--- config.mk ---
export PLATFORM = sky130hd
export DESIGN_NAME = class_result_serializer
export DESIGN_NICKNAME = d
export VERILOG_FILES = /design/src/rtl/class_result_serializer.sv
export SDC_FILE = /design/constraint.sdc
export NUM_CORES = 1
export LEC_CHECK = 0
export CAP_MARGIN = 20
export CORE_MARGIN = 2
export CORE_UTILIZATION = 49
export CTS_CLUSTER_DIAMETER = 80
export DETAILED_ROUTE_END_ITERATION = 8
export GPL_TIMING_DRIVEN = 0
export HOLD_SLACK_MARGIN = 0.03
export PLACE_DENSITY = 0.68
export SYNTH_ARGS = -nofsm -noshare
export SYNTH_HDL_FRONTEND = slang
export SYNTH_SLANG_ARGS = --single-unit
--- constraint.sdc ---
create_clock -name clk -period 12.5 [get_ports clk]
set_input_delay 2.5 -clock clk [delete_from_list [all_inputs] [get_ports clk]]
set_output_delay 2.5 -clock clk [all_outputs]
set_load 0.005 [all_outputs]
--- src/rtl/class_result_serializer.sv ---
// Buffers classifier score bundles in a small FIFO and streams them out one word per beat,
// tagging each beat with its channel and reporting the argmax class on the last beat.
module class_result_serializer #(
    parameter int DATA_WIDHT  = 32,
    parameter int CHANNEL_OUT = 7,
    parameter int FIFO_DEPTH  = 4,
    parameter int ARGMAX_ONLY = 0,
    localparam int CW = (CHANNEL_OUT > 1) ? $clog2(CHANNEL_OUT) : 1
) (
    input  logic                              clk,
    input  logic                              rst,
    input  logic [DATA_WIDHT*CHANNEL_OUT-1:0] Data_In,
    input  logic                              Valid_In,
    output logic                              In_Ready,
    output logic [DATA_WIDHT-1:0]             Data_Out,
    output logic                              Valid_Out,
    input  logic                              Ready_Out,
    output logic [CW-1:0]                     Ch_Idx,
    output logic                              Last_Out,
    output logic [CW-1:0]                     Class_Idx,
    output logic                              Overflow
);

    localparam int BW = DATA_WIDHT * CHANNEL_OUT;
    localparam int PW = $clog2(FIFO_DEPTH);

    localparam logic [PW-1:0] ONE_P   = 1;
    localparam logic [PW:0]   DEPTH_C = FIFO_DEPTH;
    localparam logic [PW:0]   ONE_C   = 1;
    localparam logic [CW-1:0] ONE_CH  = 1;
    localparam logic [CW-1:0] LAST_CH = CW'(CHANNEL_OUT - 1);

    typedef enum logic [1:0] {
        S_IDLE,
        S_SEND,
        S_SCAN,
        S_HOLD
    } state_t;

    // Maps IEEE-754 bit patterns onto an unsigned scale with the same ordering.
    function automatic logic [DATA_WIDHT-1:0] f_key(input logic [DATA_WIDHT-1:0] x);
        return x[DATA_WIDHT-1] ? ~x : (x ^ {1'b1, {(DATA_WIDHT-1){1'b0}}});
    endfunction

    function automatic logic [DATA_WIDHT-1:0] f_word(input logic [BW-1:0] b, input logic [CW-1:0] ch);
        return b[int'(ch)*DATA_WIDHT +: DATA_WIDHT];
    endfunction

    logic [BW-1:0]         r_mem [FIFO_DEPTH];
    logic [PW-1:0]         r_head;
    logic [PW-1:0]         r_tail;
    logic [PW:0]           r_count;
    state_t                r_state;
    logic [DATA_WIDHT-1:0] r_run_max;
    logic [CW-1:0]         r_run_idx;
    logic                  r_run_vld;
    logic [DATA_WIDHT-1:0] r_scan_max;
    logic [CW-1:0]         r_scan_idx;
    logic [CW-1:0]         r_scan_ch;
    logic                  r_scan_vld;

    logic                  w_push;
    logic                  w_xfer;
    logic                  w_pop;
    logic [PW-1:0]         w_head_nxt;
    logic [BW-1:0]         w_head_bundle;
    logic [BW-1:0]         w_next_bundle;
    logic                  w_cur_wins;
    logic [DATA_WIDHT-1:0] w_scan_word;
    logic                  w_scan_wins;

    assign In_Ready      = (r_count != DEPTH_C);
    assign w_push        = Valid_In && In_Ready;
    assign w_xfer        = Valid_Out && Ready_Out;
    assign w_pop         = w_xfer && Last_Out;
    assign w_head_nxt    = r_head + ONE_P;
    assign w_head_bundle = r_mem[r_head];
    assign w_next_bundle = r_mem[w_head_nxt];

    // The word on the output competes with the running max, so the last beat's
    // Class_Idx already accounts for that word. In argmax-only mode r_run_vld stays 0.
    assign w_cur_wins = !r_run_vld || (f_key(Data_Out) > f_key(r_run_max));
    assign Class_Idx  = w_cur_wins ? Ch_Idx : r_run_idx;

    assign w_scan_word = f_word(w_head_bundle, r_scan_ch);
    assign w_scan_wins = !r_scan_vld || (f_key(w_scan_word) > f_key(r_scan_max));

    // NOTE: the bundle storage has no reset; r_count/r_head/r_tail alone decide which entries are live.
    always_ff @(posedge clk) begin
        if (w_push && !rst) begin
            r_mem[r_tail] <= Data_In;
        end
    end

    // NOTE: every register here uses <= so all reads see pre-edge values regardless of statement order.
    always_ff @(posedge clk) begin
        if (rst) begin
            r_state    <= S_IDLE;
            r_head     <= '0;
            r_tail     <= '0;
            r_count    <= '0;
            Valid_Out  <= 1'b0;
            Last_Out   <= 1'b0;
            Data_Out   <= '0;
            Ch_Idx     <= '0;
            Overflow   <= 1'b0;
            r_run_max  <= '0;
            r_run_idx  <= '0;
            r_run_vld  <= 1'b0;
            r_scan_max <= '0;
            r_scan_idx <= '0;
            r_scan_ch  <= '0;
            r_scan_vld <= 1'b0;
        end else begin
            if (Valid_In && !In_Ready) begin
                Overflow <= 1'b1;
            end
            if (w_push) begin
                r_tail <= r_tail + ONE_P;
            end
            if (w_pop) begin
                r_head <= w_head_nxt;
            end
            if (w_push && !w_pop) begin
                r_count <= r_count + ONE_C;
            end else if (!w_push && w_pop) begin
                r_count <= r_count - ONE_C;
            end

            case (r_state)
                S_IDLE: begin
                    if (r_count != '0) begin
                        if (ARGMAX_ONLY == 0) begin
                            r_state   <= S_SEND;
                            Valid_Out <= 1'b1;
                            Data_Out  <= f_word(w_head_bundle, '0);
                            Ch_Idx    <= '0;
                            Last_Out  <= 1'b0;
                            r_run_vld <= 1'b0;
                        end else begin
                            r_state    <= S_SCAN;
                            r_scan_ch  <= '0;
                            r_scan_vld <= 1'b0;
                        end
                    end
                end

                S_SEND: begin
                    if (w_xfer) begin
                        if (w_cur_wins) begin
                            r_run_max <= Data_Out;
                            r_run_idx <= Ch_Idx;
                        end
                        r_run_vld <= 1'b1;
                        if (Last_Out) begin
                            r_run_vld <= 1'b0;
                            // Head advances this edge, so the follow-on bundle is read one slot ahead.
                            if (r_count > ONE_C) begin
                                Data_Out <= f_word(w_next_bundle, '0);
                                Ch_Idx   <= '0;
                                Last_Out <= 1'b0;
                            end else begin
                                r_state   <= S_IDLE;
                                Valid_Out <= 1'b0;
                                Last_Out  <= 1'b0;
                            end
                        end else begin
                            Data_Out <= f_word(w_head_bundle, Ch_Idx + ONE_CH);
                            Ch_Idx   <= Ch_Idx + ONE_CH;
                            Last_Out <= ((Ch_Idx + ONE_CH) == LAST_CH);
                        end
                    end
                end

                S_SCAN: begin
                    if (w_scan_wins) begin
                        r_scan_max <= w_scan_word;
                        r_scan_idx <= r_scan_ch;
                    end
                    r_scan_vld <= 1'b1;
                    if (r_scan_ch == LAST_CH) begin
                        r_state   <= S_HOLD;
                        Valid_Out <= 1'b1;
                        Last_Out  <= 1'b1;
                        Data_Out  <= w_scan_wins ? w_scan_word : r_scan_max;
                        Ch_Idx    <= w_scan_wins ? r_scan_ch : r_scan_idx;
                    end else begin
                        r_scan_ch <= r_scan_ch + ONE_CH;
                    end
                end

                S_HOLD: begin
                    if (w_xfer) begin
                        Valid_Out <= 1'b0;
                        Last_Out  <= 1'b0;
                        if (r_count > ONE_C) begin
                            r_state    <= S_SCAN;
                            r_scan_ch  <= '0;
                            r_scan_vld <= 1'b0;
                        end else begin
                            r_state <= S_IDLE;
                        end
                    end
                end

                default: r_state <= S_IDLE;
            endcase
        end
    end

endmodule

== Yosys cells after proc, flatten, opt, wreduce, memory -nomap -nowiden ==
Memories as Yosys holds them, arrays and structs flattened. A register that Yosys moved wholly into a read port is not among the register bits.
Index checks and enable logic that the tools add are counted.
Cells by class
  $add $sub $neg: 6
  order comparisons: 3
  eq/ne operators: 15
  shift operators: 2
  muxes and demuxes: 53
  bitwise logic cells: 8
  reductions and logical operators: 29
Operator list (count)
  224-bit by 9-bit variable part select with 32-bit output: 2
  32-bit 2-to-1 mux: 10
  32-bit NOT: 4
  32-bit one-hot mux with 3 select lines: 1
  32-bit > comparator: 2
  3-bit 2-to-1 mux: 11
  2-bit 2-to-1 mux: 9
  2-bit inequality test (second input constant): 8
  1-bit 2-to-1 mux: 15
  3-bit by 1-bit adder with 3-bit output (second input constant): 3
  3-bit one-hot mux with 3 select lines: 1
  3-bit AND reduction: 3
  1-bit one-hot mux with 4 select lines: 2
  2-bit one-hot mux with 4 select lines: 1
  4-bit AND reduction: 2
  1-bit logical AND: 7
  3-bit == test (second input constant): 2
  1-bit logical NOT: 6
  3-bit inequality test (second input constant): 2
  3-bit one-hot mux with 2 select lines: 1
  6-bit AND reduction: 1
  2-bit nonzero test: 3
  3-bit nonzero test: 2
  5-bit AND reduction: 1
  10 further kinds: 17
Word-level totals
  register bits: 122
  RAM bits: 896
  output and inout bits: 42
  logic and storage cells: 133
  memories kept: 1
Memories
  r_mem: depth 4, width 224, read ports 2, clocked after Yosys merged registers in 1, write ports 1, line 49  | logic [BW-1:0] r_mem [FIFO_DEPTH];

== Logic depth before layout (Yosys ltp) ==
Gate-level depths: netlist of run 1.
  depth after elaboration: 8
  gate-level depth with buffers: 20

== Worst setup path before layout of run 1 ==
OpenSTA, ideal clock, no wires.
  path type: input-to-reg
  start: input port rst
  end: memory r_mem[0][0] (netlist name), enable pin
  data arrival time: 8.194 ns
  required time: 11.886 ns
  slack: 3.692 ns
  stages on the path: 4
  buffers on the path: 2
  cells stage by stage: clkbuf_1 > clkbuf_1 > nor2_1 > and2_1
Between the ends
  cells in the longest elaborated chain, start to end: 4
RTL lines
  start: declaration: line 11  | input logic rst,
  1-bit logical NOT: line 90  | if (w_push && !rst) begin
  1-bit logical AND: line 90
  1-bit 2-to-1 mux: line 90
  1-bit 2-to-1 mux (not written as such): line 91  | r_mem[r_tail] <= Data_In;
  end: declaration: line 49
Every way passes these cells.

== Worst setup path after layout of run 1 ==
  start: register Data_Out[31]
  end: output port Class_Idx[1]
Between the ends
  cells in the longest elaborated chain, start to end: 5
  elaborated cells between the ends (all ways): 6
  those cells by class: order compare (1); mux (2); bitwise (2); reduce/logical (1)
RTL lines
  start: declaration: line 15  | output logic [DATA_WIDHT-1:0] Data_Out,
  start signal: assignment: line 136  | Data_Out <= f_word(w_head_bundle, '0);
  start signal: assignment: line 159  | Data_Out <= f_word(w_next_bundle, '0);
  start signal: assignment: line 168  | Data_Out <= f_word(w_head_bundle, Ch_Idx + ONE_CH);
  1-bit NOT (no source line) or 32-bit NOT (tied branches)
  32-bit 2-to-1 mux (*): line 42  | return x[DATA_WIDHT-1] ? ~x : (x ^ {1'b1, {(DATA_WIDHT-1){1'b0}}});
  32-bit > comparator (*): line 82  | assign w_cur_wins = !r_run_vld || (f_key(Data_Out) > f_key(r_run_max));
  1-bit logical OR (*): line 82
  3-bit 2-to-1 mux (*)
  end: declaration: line 20  | output logic [CW-1:0] Class_Idx,
Every way passes the cells marked *; elsewhere a longest branch is shown, timed or not.

==> results of run 1 <==
## critical path: cells and delay by family (launching register included)
kind                       cells  cell delay (ns)
xor gates and xnor gates       1             0.15
AOI/OAI and AO/OA              6             2.14
and+or+nand+nor                1             0.12
buffers and inverters          4             2.15
DFF                            1             0.34
adders and majority gates      1             0.34
## flip-flops by register name, summed over array words and instances, names as in the netlist, 2 cells and up, named ones only
register    cells
r_mem         896
Data_Out       32
r_run_max      32
r_scan_max     32
Ch_Idx          3
r_count         3
r_run_idx       3
r_scan_ch       3
r_scan_idx      3
r_head          2
r_tail          2
## layout make-up
| type | count | area, sq um |
|---|---|---|
| timing repair buffer | 288 | 3191 |
| clock buffer | 134 | 2840 |
| multi-input combinational | 1521 | 15050 |
| sequential | 1020 | 29390 |
| buffer | 216 | 955.9 |
| inverter | 16 | 60.06 |
| antenna | 12 | 30.03 |
| fill | 6904 | 38100 |
| clock inverter | 58 | 631.9 |
| tap | 1243 | 1555 |
## layer usage
metal | vias to the layer above | global-route usage (%) | wire length, um
li1 | 12080 | - | -
met1 | 14620 | 39.48 | 54400
met2 | 1539 | 44.76 | 63780
met3 | 323 | 5.399 | 11710
met4 | 14 | 13.55 | 6790
met5 | - | 0 | 89
## placed cells by master, fill, tap and decap left out, drive strengths merged, types with 8 or more instances in the layout
| cell type | n |
|---|---|
| a211o | 33 |
| xor2 | 67 |
| or2 | 64 |
| buf | 94 |
| o22ai | 68 |
| nor4b | 33 |
| inv | 15 |
| a21o | 10 |
| nand2 | 185 |
| a32o | 31 |
| a21oi | 128 |
| o21ai | 49 |
| clkinv | 43 |
| bufinv | 11 |
| xnor2 | 63 |
| edfxtp | 896 |
| diode | 12 |
| nand3 | 8 |
| nand4 | 50 |
| a31oi | 36 |
| o221ai | 31 |
| dfxtp | 124 |
| nor2 | 94 |
| and2 | 8 |
| a22oi | 32 |
| mux4 | 288 |
| ha | 81 |
| clkbuf | 275 |
| mux2i | 42 |
| mux2 | 34 |
| clkdlybuf4s50 | 269 |
| o311ai | 35 |
## final timing paths
check                            startpoint                         to  slack (ns)  cells after the start
setup / recovery  Data_Out[31]$_SDFFE_PP0P_               Class_Idx[1]        4.06                     13
hold reg to reg       Overflow$_SDFFE_PP0P_      Overflow$_SDFFE_PP0P_        0.48                      2
hold / removal        Overflow$_SDFFE_PP0P_      Overflow$_SDFFE_PP0P_        0.48                      2
setup reg to reg                  flip-flop  Data_Out[11]$_SDFFE_PP0P_        5.40                     18
## kinds of logic (layout without fill, tap and decap cells)
kind of cell,Yosys count,count (layout),synth area share [%]
DFF,1020,1020,64.67
and+or+nand+nor,471,471,5.141
muxes,364,364,16.09
xor gates and xnor gates,130,130,2.506
AOI/OAI and AO/OA,475,475,7.129
buffers and inverters,232,712,2.233
other,0,12,0
adders and majority gates,81,81,2.230
## report_power, final
group / internal [mW] / switching [mW] / leakage [nW]
clock network: 1.83 / 1.32 / 1.68
registers: 3.87 / 0.171 / 9.14
logic: 0.613 / 0.966 / 6.07
total: 6.31 / 2.46 / 16.9
## per-stage QoR
stage                     util, %  instance area [sq um]
after global placement      54.13                  49690
after CTS                   58.46                  53670
after floorplan                 -                  45440
final                       58.50                  53700
after global routing        58.48                  53690
after detailed placement    54.68                  50200
==> impl_metrics.toml, run 1 <==
[grt]
grt_pass1_wl_mm = 196.5
track_usage_pct = 28.75
grt_pass1_vias = 28780
antenna_found_initial = 17
grt.overflow.total = 0
grt_max_degree = 59

[pwr]
vdd_drop_max_uv = 116.2
p_leak_nw = 16.89
powerDensity_nw_per_um2 = 163.3
p_total_mw = 8.770

[setup_path]
slowest_stage = "o31ai_1"
crit_fanout = 10
critPathRequiredTime_ns = 10.00
critPathKind = "reg2out"
cp_cell_sequence = "clkbuf_1 > clkbuf_1 > xor2_1 > ha_1 > a21o_1 > a21o_1 > a221oi_1 > o21ai_0 > o31ai_1 > clkbuf_1 > nand3_1 > o21ai_0 > clkdlybuf4s50_1"
cp_slowest_stage_delay_ns = 0.89
startpoint_type = "flip-flop"
cp.arrival_ns = 5.94
crit_path_end_kind = "output pin"
critical_path.most_common_cell = "clkbuf_1"

[sta]
min_period_ns = 8.442
slew_headroom_pct = 14.11
rsz0062_at_grt = "false"
whs_ns = 0.4798
final_hold_viol_count = 0
tightestPinTransition_ns = 1.288
fin_skew_ns = 0.04368
setup_viol = 0
finalSetupTns_ns = 0
setup_slack_ns = 4.058
report.final.slew_viol_count = 0
fmax_mhz = 118.5
period_share_pct = 67.53

[die]
initial_core_util_pct = 49.50
fp.dieW_um = 308.5
pin_count = 270
dieArea_sq_um = 95190
num_rows = 111
core_sq_um = 91800
die_h_um = 308.5

[clock_tree]
clock-sinks = 1020
clock_latency_ns = 0.70
hold_buffers = 0
cts_tree = "yes"
cts_max_path_buffers = 3
path_clk_slew_ns = 0.06
post_cts_resized = 0
post_cts_buffers = 0
root_buffer = "clkbuf_16"
numCtsBuffers = 105
h-tree-depth = 3

[drt]
antenna_left = 0
dr.pass1.iters = 6
avgViaCountPerCell = 6.339
drc = 0
wl_mm = 136.8
dr_total_vias = 28570
post_drt_wl_per_cell_um = 30.34
drt_iter0_drc = 3610

[placed_design]
routabilityCongestion = 0.9592
post-dp-hpwl_mm = 97.85
placedCellCount = 4304
pre_cts_slack_ns = 4.869
port-buffer-count = 269

[min_path]
hp-class = "reg2reg"

[finish]
fin_cells = 4508
fin_nets = 3477
drive_gt1_share_pct = 19.09
area_delta_synth_final_pct = 18.18

[synthesis]
avgSynthCellArea_sq_um = 16.39
synth_warnings = 0
ys_seq_elements = 1020
synth.distinct_cells = 63
async_flop_share_pct = 0
synth_area_leaders = "edfxtp_1, mux4_2, dfxtp_1"
synth_ff_type = "edfxtp_1"
syn-num-nets = 3082
synth_area_sq_um = 45440
ys_seq_area_share_pct = 64.67
synth_commonest_cells = "edfxtp_1, mux4_2, nand2_1, clkbuf_1, a21oi_1"
synth_edf_count = 896
yosys.area.top_type = "edfxtp_1"
synth.most_common_cell = "edfxtp_1"
synth.top_cell.area_share_pct = 59.21
netlist_instances = 2773

[job]
maxCapViolCount = 0

[run_status]
outcome = "finished clean"
Note: power is estimated with default switching activity, not from simulation.
==> run 2, diff against run 1 <==
--- a/config.mk
+++ b/config.mk
@@ -12,7 +12,7 @@
 export DETAILED_ROUTE_END_ITERATION = 8
 export GPL_TIMING_DRIVEN = 0
 export HOLD_SLACK_MARGIN = 0.03
-export PLACE_DENSITY = 0.68
+export PLACE_DENSITY = 0.7
 export SYNTH_ARGS = -nofsm -noshare
 export SYNTH_HDL_FRONTEND = slang
 export SYNTH_SLANG_ARGS = --single-unit
==> constraint.sdc (replaced) <==
create_clock -name clk -period 7.1 [get_ports clk]
set_input_delay 1.42 -clock clk [delete_from_list [all_inputs] [get_ports clk]]
set_output_delay 1.42 -clock clk [all_outputs]
set_load 0.005 [all_outputs]
==> run 2 against run 1 <==
Compared with the run above: highest routed layer unchanged; final area about the same; via count up 0.34%; critical endpoint unchanged; non-clock buffer count grew 7; critical path depth is the same; flip-flop and latch count is the same.
==> impl_metrics.toml, run 2 (same netlist as run 1, synthesis figures left out) <==
[run_status]
outcome = "finished clean"

[die]
initial_core_util_pct = 49.50
die_h_um = 308.5
pin_count = 270
fp.dieW_um = 308.5
core_sq_um = 91800
dieArea_sq_um = 95190
num_rows = 111

[grt]
met3_usage_pct = 6.365
track_usage_pct = 28.72
grt.overflow.total = 0
grt_pass1_vias = 28680
grt_max_degree = 57
grt_pass1_wl_mm = 196.2
busiest_layer = "met2"
antenna_found_initial = 22
grt.met2_usage_pct = 44.74
gr-usage-met1_pct = 38.92

[sta]
min_period_ns = 7.030
fin_skew_ns = 0.04178
rsz0062_at_grt = "false"
tightestPinTransition_ns = 1.206
report.final.slew_viol_count = 0
period_share_pct = 99.02
slew_headroom_pct = 19.60
setup_slack_ns = 0.06970
finalSetupTns_ns = 0
fmax_mhz = 142.2
whs_ns = 0.4913
setup_viol = 0
final_hold_viol_count = 0

[pwr]
p_leak_nw = 16.88
p_total_mw = 15.27
powerDensity_nw_per_um2 = 284.5
vdd_drop_max_uv = 216.6

[finish]
area_delta_synth_final_pct = 18.14
top_register = "r_mem"
largest_reg_flops = 896
fin_cells = 4515
final_common_cell = "edfxtp_1"
fin_nets = 3483
fin_util_pct = 58.48
final_area_sq_um = 53690
drive_gt1_share_pct = 19.23
layout_common_cells = "edfxtp_1, mux4_2, clkdlybuf4s50_1"

[setup_path]
slowest_stage = "o31ai_2"
r2r_slack_ns = 0.13
crit_fanout = 10
cp_cell_sequence = "clkbuf_1 > clkbuf_2 > xor2_1 > ha_1 > a21o_1 > a21o_1 > a221oi_1 > o21ai_0 > o31ai_2 > clkbuf_1 > nand3_1 > o21ai_0 > clkdlybuf4s50_1"
cp.arrival_ns = 5.61
critPathRequiredTime_ns = 5.68
startpoint_type = "flip-flop"
cp_slowest_stage_delay_ns = 0.63
crit_path_end_kind = "output pin"
cp_top_family = "compound AO/OA/AOI/OAI gates"
path_buf_inv = 4
reg2regPathDepth = 17
r2r-end = "Data_Out[11]$_SDFFE_PP0P_"
critPathKind = "reg2out"

[placed_design]
port-buffer-count = 269
postPlaceCellArea_sq_um = 50270
placedCellCount = 4309
pre_cts_slack_ns = 0.2489
post-dp-hpwl_mm = 98.29
routabilityCongestion = 0.9623

[min_path]
hold_depth = 2
hp-class = "reg2reg"
whs_endpoint = "r_scan_max[9]$_SDFFE_PP0P_"
min-delay-start = "r_scan_max[9]$_SDFFE_PP0P_"

[drt]
avgViaCountPerCell = 6.350
dr.pass1.iters = 6
post_drt_wl_per_cell_um = 30.29
drc = 0
wl_mm = 136.8
antenna_left = 0
dr_total_vias = 28670
drt_iter0_drc = 3693

[clock_tree]
h-tree-depth = 3
hold_buffers = 0
numCtsBuffers = 104
clock-sinks = 1020
root_buffer = "clkbuf_16"
cts_tree = "yes"
clock_latency_ns = 0.71
path_clk_slew_ns = 0.06
post_cts_buffers = 0
cts_max_path_buffers = 3
post_cts_resized = 2

[job]
maxCapViolCount = 0
-- run 2: cell types whose count changed in the layout (fill, tap and decap cells not counted), moves of 3 or more --
| cell | previous run | this run |
|---|---|---|
| buf_12 | 0 | 5 |
| buf_8 | 2 | 6 |
| bufinv_16 | 11 | 7 |
| clkbuf_2 | 0 | 3 |
| inv_6 | 0 | 4 |
-- run 2: tightest hold or removal path: cells and delay by family (launching register included) --
family	cells	cell delay, ns
flops	1	0.33
compound gates	1	0.05
simple gates	1	0.06
-- run 2: area by class of cell --
type	instances	area (sq um)
Clock buffer	136	2805
Inverter	16	60.06
Tap cell	1243	1555
Sequential cell	1020	29390
Multi-Input combinational cell	1521	15060
Antenna cell	11	27.53
Clock inverter	57	539.3
Buffer	216	958.4
Fill cell	6962	38110
Timing Repair Buffer	295	3296
-- run 2: power by group --
group	total, mW	internal [mW]	switching [mW]
registers	7.11	6.81	0.303
clock network	5.39	3.05	2.34
logic	2.77	1.08	1.69
-- run 2: worst max path at each step --
stage | start | to | slack, ns | cells past startpoint
CTS | r_run_max[31]$_SDFFE_PP0P_ | Class_Idx[1] | 0.05 | 13
floorplan | rst | r_mem[0][0]$_DFFE_PP_ | 1.91 | 4
finish | Data_Out[31]$_SDFFE_PP0P_ | Class_Idx[1] | 0.07 | 13
detailed placement | flip-flop | Data_Out[11]$_SDFFE_PP0P_ | 0.25 | 17
global placement | rst | r_mem[1][71]$_DFFE_PP_ | -1.29 | 5
global route | flip-flop | Data_Out[11]$_SDFFE_PP0P_ | 0.02 | 18
-- run 2: layer usage --
layer / part of all wire [%] / wire length [um]
met5: 0.11 / 151
met4: 5.0 / 6861
met3: 10 / 13730
met2: 47 / 63650
met1: 38 / 52380
